[src/rtl/uart_tx_arbiter_if.sv]
// Byte-stream handshake bundle between NUM_REQ producers, the arbiter and one uart_tx.
// master = arbiter side (drives req_ready/tx_valid/tx_data); slave = producers + transmitter side.
interface uart_tx_arbiter_if #(
  parameter int NUM_REQ   = 4,
  parameter int DATA_BITS = 8
);
  logic [NUM_REQ-1:0]           req_valid;
  logic [NUM_REQ*DATA_BITS-1:0] req_data;
  logic [NUM_REQ-1:0]           req_last;
  logic [NUM_REQ-1:0]           req_ready;
  logic                         tx_valid;
  logic [DATA_BITS-1:0]         tx_data;
  logic                         tx_ready;

  modport master (
    input  req_valid, req_data, req_last, tx_ready,
    output req_ready, tx_valid, tx_data
  );

  modport slave (
    output req_valid, req_data, req_last, tx_ready,
    input  req_ready, tx_valid, tx_data
  );
endinterface

[src/rtl/uart_tx_arbiter.sv]
// Round-robin, packet-locked arbiter sharing one uart_tx among NUM_REQ byte producers.
// One byte in flight; 1-cycle arbitration; producers stall on req_ready, the tx side waits on tx_ready.
module uart_tx_arbiter #(
  parameter int NUM_REQ    = 4,
  parameter int DATA_BITS  = 8,
  parameter int MAX_BURST  = 16,
  parameter int GAP_CYCLES = 0,
  localparam int GW        = (NUM_REQ > 1) ? $clog2(NUM_REQ) : 1
) (
  input  logic               clk,
  input  logic               reset_n,
  uart_tx_arbiter_if.master  bus,
  output logic [GW-1:0]      grant_id,
  output logic               busy
);

  typedef enum logic [2:0] {IDLE, FETCH, PRESENT, DRAIN, GAP} state_t;

  state_t               state_q, state_d;
  logic [GW-1:0]        grant_q, grant_d, cand;
  logic [7:0]           byte_cnt_q, byte_cnt_d;
  logic [15:0]          gap_cnt_q, gap_cnt_d;
  logic                 tx_valid_q, tx_valid_d;
  logic [DATA_BITS-1:0] tx_data_q, tx_data_d, sel_data;
  logic                 last_q, last_d;
  logic                 rdy_q;
  logic                 found, accept, pkt_done;

  // uart_tx drops ready the cycle after it samples tx_valid; that falling edge is the acceptance.
  assign accept   = tx_valid_q && rdy_q && !bus.tx_ready;
  assign pkt_done = last_q || (byte_cnt_q == 8'(MAX_BURST));
  assign sel_data = bus.req_data[int'(grant_q)*DATA_BITS +: DATA_BITS];

  assign bus.tx_valid = tx_valid_q;
  assign bus.tx_data  = tx_data_q;
  assign grant_id     = grant_q;
  assign busy         = (state_q != IDLE);

  always_comb begin
    state_d       = state_q;
    grant_d       = grant_q;
    byte_cnt_d    = byte_cnt_q;
    gap_cnt_d     = gap_cnt_q;
    tx_valid_d    = tx_valid_q;
    tx_data_d     = tx_data_q;
    last_d        = last_q;
    bus.req_ready = '0;
    found         = 1'b0;
    cand          = '0;
    case (state_q)
      IDLE: begin
        // Search starts just after the previous winner so every requester gets a turn.
        for (int k = 1; k <= NUM_REQ; k++) begin
          cand = GW'((int'(grant_q) + k) % NUM_REQ);
          if (!found && bus.req_valid[cand]) begin
            found   = 1'b1;
            grant_d = cand;
          end
        end
        if (found) begin
          byte_cnt_d = '0;
          state_d    = FETCH;
        end
      end
      FETCH: begin
        bus.req_ready[grant_q] = 1'b1;
        if (bus.req_valid[grant_q]) begin
          tx_data_d  = sel_data;
          last_d     = bus.req_last[grant_q];
          byte_cnt_d = byte_cnt_q + 8'd1;
          tx_valid_d = 1'b1;
          state_d    = PRESENT;
        end
      end
      PRESENT: begin
        if (accept) begin
          tx_valid_d = 1'b0;
          state_d    = DRAIN;
        end
      end
      DRAIN: begin
        if (bus.tx_ready) begin
          if (pkt_done) begin
            gap_cnt_d = '0;
            state_d   = (GAP_CYCLES == 0) ? IDLE : GAP;
          end else begin
            state_d = FETCH;
          end
        end
      end
      GAP: begin
        if (gap_cnt_q == 16'(GAP_CYCLES - 1)) begin
          gap_cnt_d = '0;
          state_d   = IDLE;
        end else begin
          gap_cnt_d = gap_cnt_q + 16'd1;
        end
      end
      default: state_d = IDLE;
    endcase
  end

  always_ff @(posedge clk or negedge reset_n) begin
    if (!reset_n) begin
      state_q    <= IDLE;
      grant_q    <= GW'(NUM_REQ - 1);
      byte_cnt_q <= '0;
      gap_cnt_q  <= '0;
      tx_valid_q <= 1'b0;
      tx_data_q  <= '0;
      last_q     <= 1'b0;
      rdy_q      <= 1'b0;
    end else begin
      state_q    <= state_d;
      grant_q    <= grant_d;
      byte_cnt_q <= byte_cnt_d;
      gap_cnt_q  <= gap_cnt_d;
      tx_valid_q <= tx_valid_d;
      tx_data_q  <= tx_data_d;
      last_q     <= last_d;
      rdy_q      <= bus.tx_ready;
    end
  end

endmodule
[src/flat_wrapper.sv]
// flat-port wrapper written by rule: the top's interface ports become plain ports
module uart_tx_arbiter_flat 
#(
  parameter int NUM_REQ    = 4,
  parameter int DATA_BITS  = 8,
  parameter int MAX_BURST  = 16,
  parameter int GAP_CYCLES = 0,
  localparam int GW        = (NUM_REQ > 1) ? $clog2(NUM_REQ) : 1
)
  (clk, reset_n, grant_id, busy, bus_req_valid, bus_req_data, bus_req_last, bus_tx_ready, bus_req_ready, bus_tx_valid, bus_tx_data);
  uart_tx_arbiter_if #(.NUM_REQ(NUM_REQ), .DATA_BITS(DATA_BITS)) bus_i ();
  input  logic clk;
  input  logic reset_n;
  output logic [GW-1:0] grant_id;
  output logic busy;
  input wire logic [$bits(bus_i.req_valid)-1:0] bus_req_valid;
  input wire logic [$bits(bus_i.req_data)-1:0] bus_req_data;
  input wire logic [$bits(bus_i.req_last)-1:0] bus_req_last;
  input wire logic [$bits(bus_i.tx_ready)-1:0] bus_tx_ready;
  output wire logic [$bits(bus_i.req_ready)-1:0] bus_req_ready;
  output wire logic [$bits(bus_i.tx_valid)-1:0] bus_tx_valid;
  output wire logic [$bits(bus_i.tx_data)-1:0] bus_tx_data;
  assign bus_i.req_valid = bus_req_valid;
  assign bus_i.req_data = bus_req_data;
  assign bus_i.req_last = bus_req_last;
  assign bus_i.tx_ready = bus_tx_ready;
  assign bus_req_ready = bus_i.req_ready;
  assign bus_tx_valid = bus_i.tx_valid;
  assign bus_tx_data = bus_i.tx_data;
  uart_tx_arbiter #(.NUM_REQ(NUM_REQ), .DATA_BITS(DATA_BITS), .MAX_BURST(MAX_BURST), .GAP_CYCLES(GAP_CYCLES)) u_core (.clk(clk), .reset_n(reset_n), .bus(bus_i), .grant_id(grant_id), .busy(busy));
endmodule
[config.mk]
export PLATFORM = sky130hd
export DESIGN_NAME = uart_tx_arbiter_flat
export DESIGN_NICKNAME = d
export VERILOG_FILES = /design/src/rtl/uart_tx_arbiter_if.sv /design/src/rtl/uart_tx_arbiter.sv /design/src/flat_wrapper.sv
export SDC_FILE = /design/constraint.sdc
export NUM_CORES = 1
export LEC_CHECK = 0
export ABC_AREA = 0
export CAP_MARGIN = 40
export CELL_PAD_IN_SITES_DETAIL_PLACEMENT = 1
export CELL_PAD_IN_SITES_GLOBAL_PLACEMENT = 2
export CORE_MARGIN = 2
export CORE_UTILIZATION = 29
export CTS_CLUSTER_DIAMETER = 30
export CTS_CLUSTER_SIZE = 16
export DETAILED_ROUTE_END_ITERATION = 16
export PLACE_DENSITY = 0.89
export SYNTH_ARGS = -nofsm -noshare
export SYNTH_HDL_FRONTEND = slang
export SYNTH_SLANG_ARGS = --single-unit
[constraint.sdc]
create_clock -name clk -period 7.8 [get_ports clk]
set_clock_uncertainty 0.2 [all_clocks]
set_input_delay 1.17 -clock clk [delete_from_list [all_inputs] [get_ports clk]]
set_output_delay 1.17 -clock clk [all_outputs]
set_load 0.01 [all_outputs]
Word-level counts from Yosys, hierarchy flattened
Index checks and enable logic that the tools add are counted.

word-level totals
  register bits after elaboration = 40
  input port bits = 43
  output and inout bits = 16
  logic and storage cells = 100

operators by class
  add/sub/neg operators = 6
  $lt $le $gt $ge = 6
  eq/ne operators = 12
  shift-type cells = 1
  mux-type cells = 44
  reduce and logical (&&, ||, !) cells = 23

operator list
  kind                                                number
  2-to-1 mux 16 bit                                   3
  one-hot mux 16 bit (2 select lines)                 1
  indexed part select 32 x 6 -> 8 bit                 1
  2-to-1 mux 1 bit                                    18
  adder 16 x 1 -> 16 bit, second input constant       1
  == test 16 bit, second input constant               1
  2-to-1 mux 8 bit                                    2
  one-hot mux 8 bit (2 select lines)                  1
  < comparator 2 x 3 -> 1 bit, second input constant  5
  2-to-1 mux 3 bit                                    5
  one-hot mux 3 bit (5 select lines)                  1
  binary-select mux 1 bit (select 2 bit)              6
  != test 2 x 1 -> 1 bit, second input constant       5
  AND reduction 3 bit                                 3
  adder 8 x 1 -> 8 bit, second input constant         1
  == test 8 x 5 -> 1 bit, second input constant       1
  2-to-1 mux 2 bit                                    4
  == test 3 x 2 -> 1 bit, second input constant       2
  logical AND 1 bit                                   6
  nonzero test 2 bit                                  3
  AND reduction 5 bit                                 1
  adder 2 x 1 -> 2 bit, second input constant         2
  adder 2 bit, second input constant                  2
  zero test 1 bit                                     4
  other kinds (12)                                    13

Depth between registers and ports, before layout
  word-level depth = 19
  mapped depth = 8
  mapped depth without buffers = 6

Least setup slack after synthesis
No wires, ideal clock.

  path kind = register to register
  start = register u_core.grant_q[0] (netlist: u_core.grant_id[0])
  end = register u_core.state_q[0]
  library setup time = 0.127 ns
  arrival time = 3.034 ns
  data required time = 7.473 ns
  slack = 4.439 ns
  stages on the path, launching flop included = 9
  path buffers = 2
  period minus slack after synthesis = 3.361 ns
  cell sequence = dfstp_2 -> buf_6 -> clkbuf_1 -> inv_1 -> ha_1 -> mux4_2 -> or3_1 -> o311a_1 -> mux2_1

on the way
  cells in the longest elaborated chain, start to end = 19
  elaborated cells on any way between the ends = 31
  classes of those cells = add/sub (4); eq/ne (2); mux (18); reduce/logical (7)

ends and longest elaborated chain
  element                                  RTL line                text
  start: declaration                       uart_tx_arbiter.sv:20   logic [GW-1:0] grant_q, grant_d, cand;
  start signal: assignment                 uart_tx_arbiter.sv:106  grant_q <= GW'(NUM_REQ - 1);
  start signal: assignment                 uart_tx_arbiter.sv:115  grant_q <= grant_d;
  adder 2 x 1 -> 2 bit                     uart_tx_arbiter.sv:54   cand = GW'((int'(grant_q) + k) % NUM_REQ);
  binary-select mux 1 bit (select 2 bit)   uart_tx_arbiter.sv:55   if (!found && bus.req_valid[cand]) begin
  2-to-1 mux 1 bit (implied by the code)   uart_tx_arbiter.sv:55
  2-to-1 mux 1 bit                         uart_tx_arbiter.sv:55
  2-to-1 mux 1 bit                         uart_tx_arbiter.sv:50   case (state_q)
  zero test 1 bit                          uart_tx_arbiter.sv:55
  logical AND 1 bit                        uart_tx_arbiter.sv:55
  2-to-1 mux 1 bit                         uart_tx_arbiter.sv:55
  (+3 left out)                            --
  2-to-1 mux 1 bit                         uart_tx_arbiter.sv:55
  2-to-1 mux 1 bit                         uart_tx_arbiter.sv:50
  zero test 1 bit                          uart_tx_arbiter.sv:55
  logical AND 1 bit                        uart_tx_arbiter.sv:55
  2-to-1 mux 1 bit                         uart_tx_arbiter.sv:55
  2-to-1 mux 1 bit                         uart_tx_arbiter.sv:50
  != test 2 x 1 -> 1 bit (no source line)  --
  AND reduction 5 bit (no source line) *   --
  end signal: assignment                   uart_tx_arbiter.sv:114  state_q <= state_d;
  end: declaration                         uart_tx_arbiter.sv:19   state_t state_q, state_d;

Every way passes the cells marked *; elsewhere a longest branch is shown, timed or not. The select of a mux whose other input is x is not followed.
A chain may end at the register's enable or synchronous reset.

Final worst setup path
  start = register u_core.grant_q[0] (netlist: u_core.grant_id[0])
  end = output port bus_req_ready[2]

on the way
  cells in the longest elaborated chain, start to end = 5
  elaborated cells on any way between the ends = 6
  classes of those cells = order compare (2); mux (3); reduce/logical (1)

ends and longest elaborated chain
  element                                                                                                                 RTL line               text
  < comparator 2 x 3 -> 1 bit (implied by the code) / greater-or-equal comparator 2 x 1 -> 1 bit (equally long branches)  uart_tx_arbiter.sv:66  bus.req_ready[grant_q] = 1'b1;
  logical AND 1 bit (implied by the code)                                                                                 uart_tx_arbiter.sv:66
  2-to-1 mux 1 bit (implied by the code)                                                                                  uart_tx_arbiter.sv:66
  demux 1 bit (select 2 bit) *                                                                                            --
  2-to-1 mux 4 bit *                                                                                                      uart_tx_arbiter.sv:50
  end: declaration                                                                                                        flat_wrapper.sv:20     output wire logic [$bits(bus_i.req_ready)-1:0] bus_req_ready;

Every way passes the cells marked *; elsewhere a longest branch is shown, timed or not.

==> key figures <==
Pwr
  – Switching share of power: around two fifths
  – Cell Int Power: 454 µW
  – Leakage dissipation: roughly 0.001 µW
  – P per Cell Area: about 330 mW/mm²
  – Maximum vdd drop: approximately 0.00015 V
  – Reg power frac: between 30 and 40%
  – Clk network pwr share: under 10%
  – Gate power share: around 58%
  – Net Sw Power: 312 µW

Flow run
  – Max-cap violations: 0

Floorplan
  – Die ar.: 0.00621 mm²
  – # rows: 27
  – IO Count: 59
  – Initial Utilization: between 20 and 30%
  – Die width: about 79 µm
  – Chip height: about 79 µm
  – Area of the core: around 0.0054 mm²

Placement
  – Placement Setup Slack: 4170 ps
  – # port buffers: 58
  – Placer Congestion: roughly 0.79
  – Post-detail-place hpwl: 3200 µm

Worst setup path
  – Startpoint types: flip-flop
  – Crit-path cells: inv_1 > ha_1 > and2_1 > clkdlybuf4s50_1
  – Max FO, Critical Path: 20
  – Crit-path slowest cell: dfstp_2
  – CP endpoint kind: output pin
  – Slowest cell delay on critical path: approximately 870 ps
  – Critical path data arrival time: about 2100 ps
  – WS Path Type: flip-flop to output pin
  – Crit path required time: around 6400 ps
  – Reg2Reg Setup Slack: approximately 4600 ps

Routing
  – Met1 Wirelength: 1680 µm
  – Via density: approximately 5
  – DR vias: about 1.4k
  – Final antenna-violating net count: 0
  – Initial drt markers: 89
  – TritonRoute pass-1 iters: 4
  – Total Routed Length: approximately 4100 µm
  – Highest routed layer: met4
  – # DRC: 0
  – Routed wl met3: 318 µm
  – Routed wl met2: ~2000 µm
  – Drt wl/cell: 14.3 µm

Synth
  – Synth Instances: 155
  – Mapped Avg Cell Area: 10.5 µm²
  – Sequential share of the synthesized area: between 30% and 40%
  – Synth warn: 0
  – Synth top area cells: dfrtp_1, mux4_2, ha_1, nand2_1, mux4_1
  – Prevailing post-synth register cell: dfrtp_1
  – Syn nets: between 200 and 250
  – Yosys cell types: 39
  – Leading area contributor after synthesis: dfrtp_1
  – Post-synth top area share: between 30 and 40%
  – Post-synth EDFFs: 0
  – Async set or reset register ratio after synthesis: 100%
  – Post-Synthesis Cell Area: 0.00162 mm²
  – Yosys reg bits: 23

Global routing
  – First-pass GRT wire length: 6850 µm
  – Largest net degree at the start of global routing: 21
  – Antenna violations before repair: 0
  – Vias in the first global route: 1513
  – Global router's overall resource usage: 14.0%
  – Remaining global-route overflow: 0

Worst hold path
  – Hold crit path type: flip-flop to flip-flop

Timing
  – Setup TNS: 0 ps
  – FMAX: around 290 MHz
  – Crit path time final: about 3500 ps
  – RSZ-0062 raised after global routing: false
  – Setup WS post-layout: 4310 ps
  – Pins Over Slew Limit: 0
  – Worst Max-Slew Pin Slew: 640 ps
  – Endpoints failing hold: 0
  – Headroom to the max-slew limit: between 50% and 60%
  – Final Cycle Share: 44.8%
  – Final setup viols: 0

Clock tree
  – Clock Path Buffers: 2
  – Post-CTS Setup Bufs: 0
  – CTS H-tree lvls: 1
  – Worst-Skew Late Latency: about 270 ps
  – Clock transition at path regs: 80 ps
  – Root buf cell: clkbuf_8
  – CTS tree: yes
  – CTS sink cnt: 23
  – CTS buffer count: 3
  – Post-CTS sizing: 0
  – Hold Buf Count CTS: 0

Cells and area
  – Final core occ: 42.7%
  – Layout cells sized above 1: 8.96%
  – Final net count: 266
  – Area delta synth->final: 43.2%
  – Ant. Diodes: 0

Status
  – Status: finished, final reports clean
-- area by class of cell --
| cell class | count | area [µm²] |
|---|---|---|
| clock buffers | 4 | 45.0 |
| fillers | 607 | 3120 |
| inverters | 9 | 33.8 |
| multi-input cells | 117 | 980 |
| flip-flops and latches | 23 | 578 |
| well taps | 72 | 90.1 |
| repair buffers | 59 | 596 |
-- power groups by stage --
stage,combinational (µW),clock [µW],sequential (µW)
final,443,74.9,249
after floorplan,314,0,225
after CTS,451,78.0,253
after global placement,439,0,253
after detailed placement,450,0,254
after global routing,497,80.2,264
-- registers in the layout (all words and copies together), names as in the netlist --
name and flops:
u_core.last_q 1, u_core.byte_cnt_q 8, u_core.bus.tx_data 8, u_core.rdy_q 1
u_core.state_q 2, u_core.bus.tx_valid 1, u_core.grant_id 2
-- layer usage --
layer  track usage, %  vias to the layer above
li1                 -                      684
met1             16.4                      679
met2             23.9                       45
met3             4.20                        4
met4             5.26                        0
met5                0                        -
-- synth_stat cells (2+ instances only) --
library cell   n
and3_1         3
nand2_1       32
mux4_1         3
o221ai_1       2
a21oi_1        3
inv_1          9
clkbuf_1       5
mux4_2        10
nand3b_1       3
a211o_1        3
dfstp_2        2
o21ai_0       10
a22o_1         2
nor2_1         2
ha_1          10
and2_1         6
mux2_1         2
nand2b_1       3
nor2b_1        2
dfrtp_1       21
nand3_1        3
mux2i_1        2
-- critical path, delay by kind of cell, from the launching register on --
family / cells / cell delay [ps]
AND/OR/NAND/NOR: 1 / 150
adder cells (fa/ha/maj): 1 / 210
flip-flops: 1 / 870
buffers and inverters: 2 / 610
-- cell usage in the layout (no fill, tap or decap), types with 6 or more instances in the layout --
cell and count:
and2_1 6, clkdlybuf4s50_1 58, dfrtp_1 21, ha_1 10, inv_1 9, mux4_2 10, nand2_1 32, o21ai_0 10
-- path summary, 6_finish.rpt --
kind                       depth (start not counted)                  start                     to
setup / recovery                                   4     u_core.grant_id[0]       bus_req_ready[2]
hold / removal                                     2  u_core.bus.tx_data[3]  u_core.bus.tx_data[3]
setup reg to reg                                   6     u_core.grant_id[0]      u_core.state_q[0]
hold reg to reg                                    2  u_core.bus.tx_data[3]  u_core.bus.tx_data[3]
max in group asynchronous                          2                reset_n     u_core.grant_id[0]
min in group asynchronous                          1                reset_n   u_core.byte_cnt_q[3]
-- stage by stage --
step	hold WS, ps	instances	total power, µW	area, µm²
final	277	284	767	2320
after floorplan	300	155	539	1620
after global placement	258	279	693	2260
after detailed placement	261	280	703	2280
after global routing	295	284	841	2320
after CTS	283	284	781	2320
-- cell families (layout without fill, tap and decap cells) --
| family | count (synthesis) | count (layout) | share of synthesized area (%) |
|---|---|---|---|
| XOR/XNOR | 1 | 1 | 0.540 |
| multiplexers | 18 | 18 | 22.1 |
| adder cells (fa/ha/maj) | 10 | 10 | 7.72 |
| flip-flops | 23 | 23 | 35.6 |
| AO/OA/AOI/OAI | 28 | 28 | 11.7 |
| buffers and inverters | 15 | 72 | 3.94 |
| AND/OR/NAND/NOR | 60 | 60 | 18.4 |
Power figures use the tool's default switching activity.
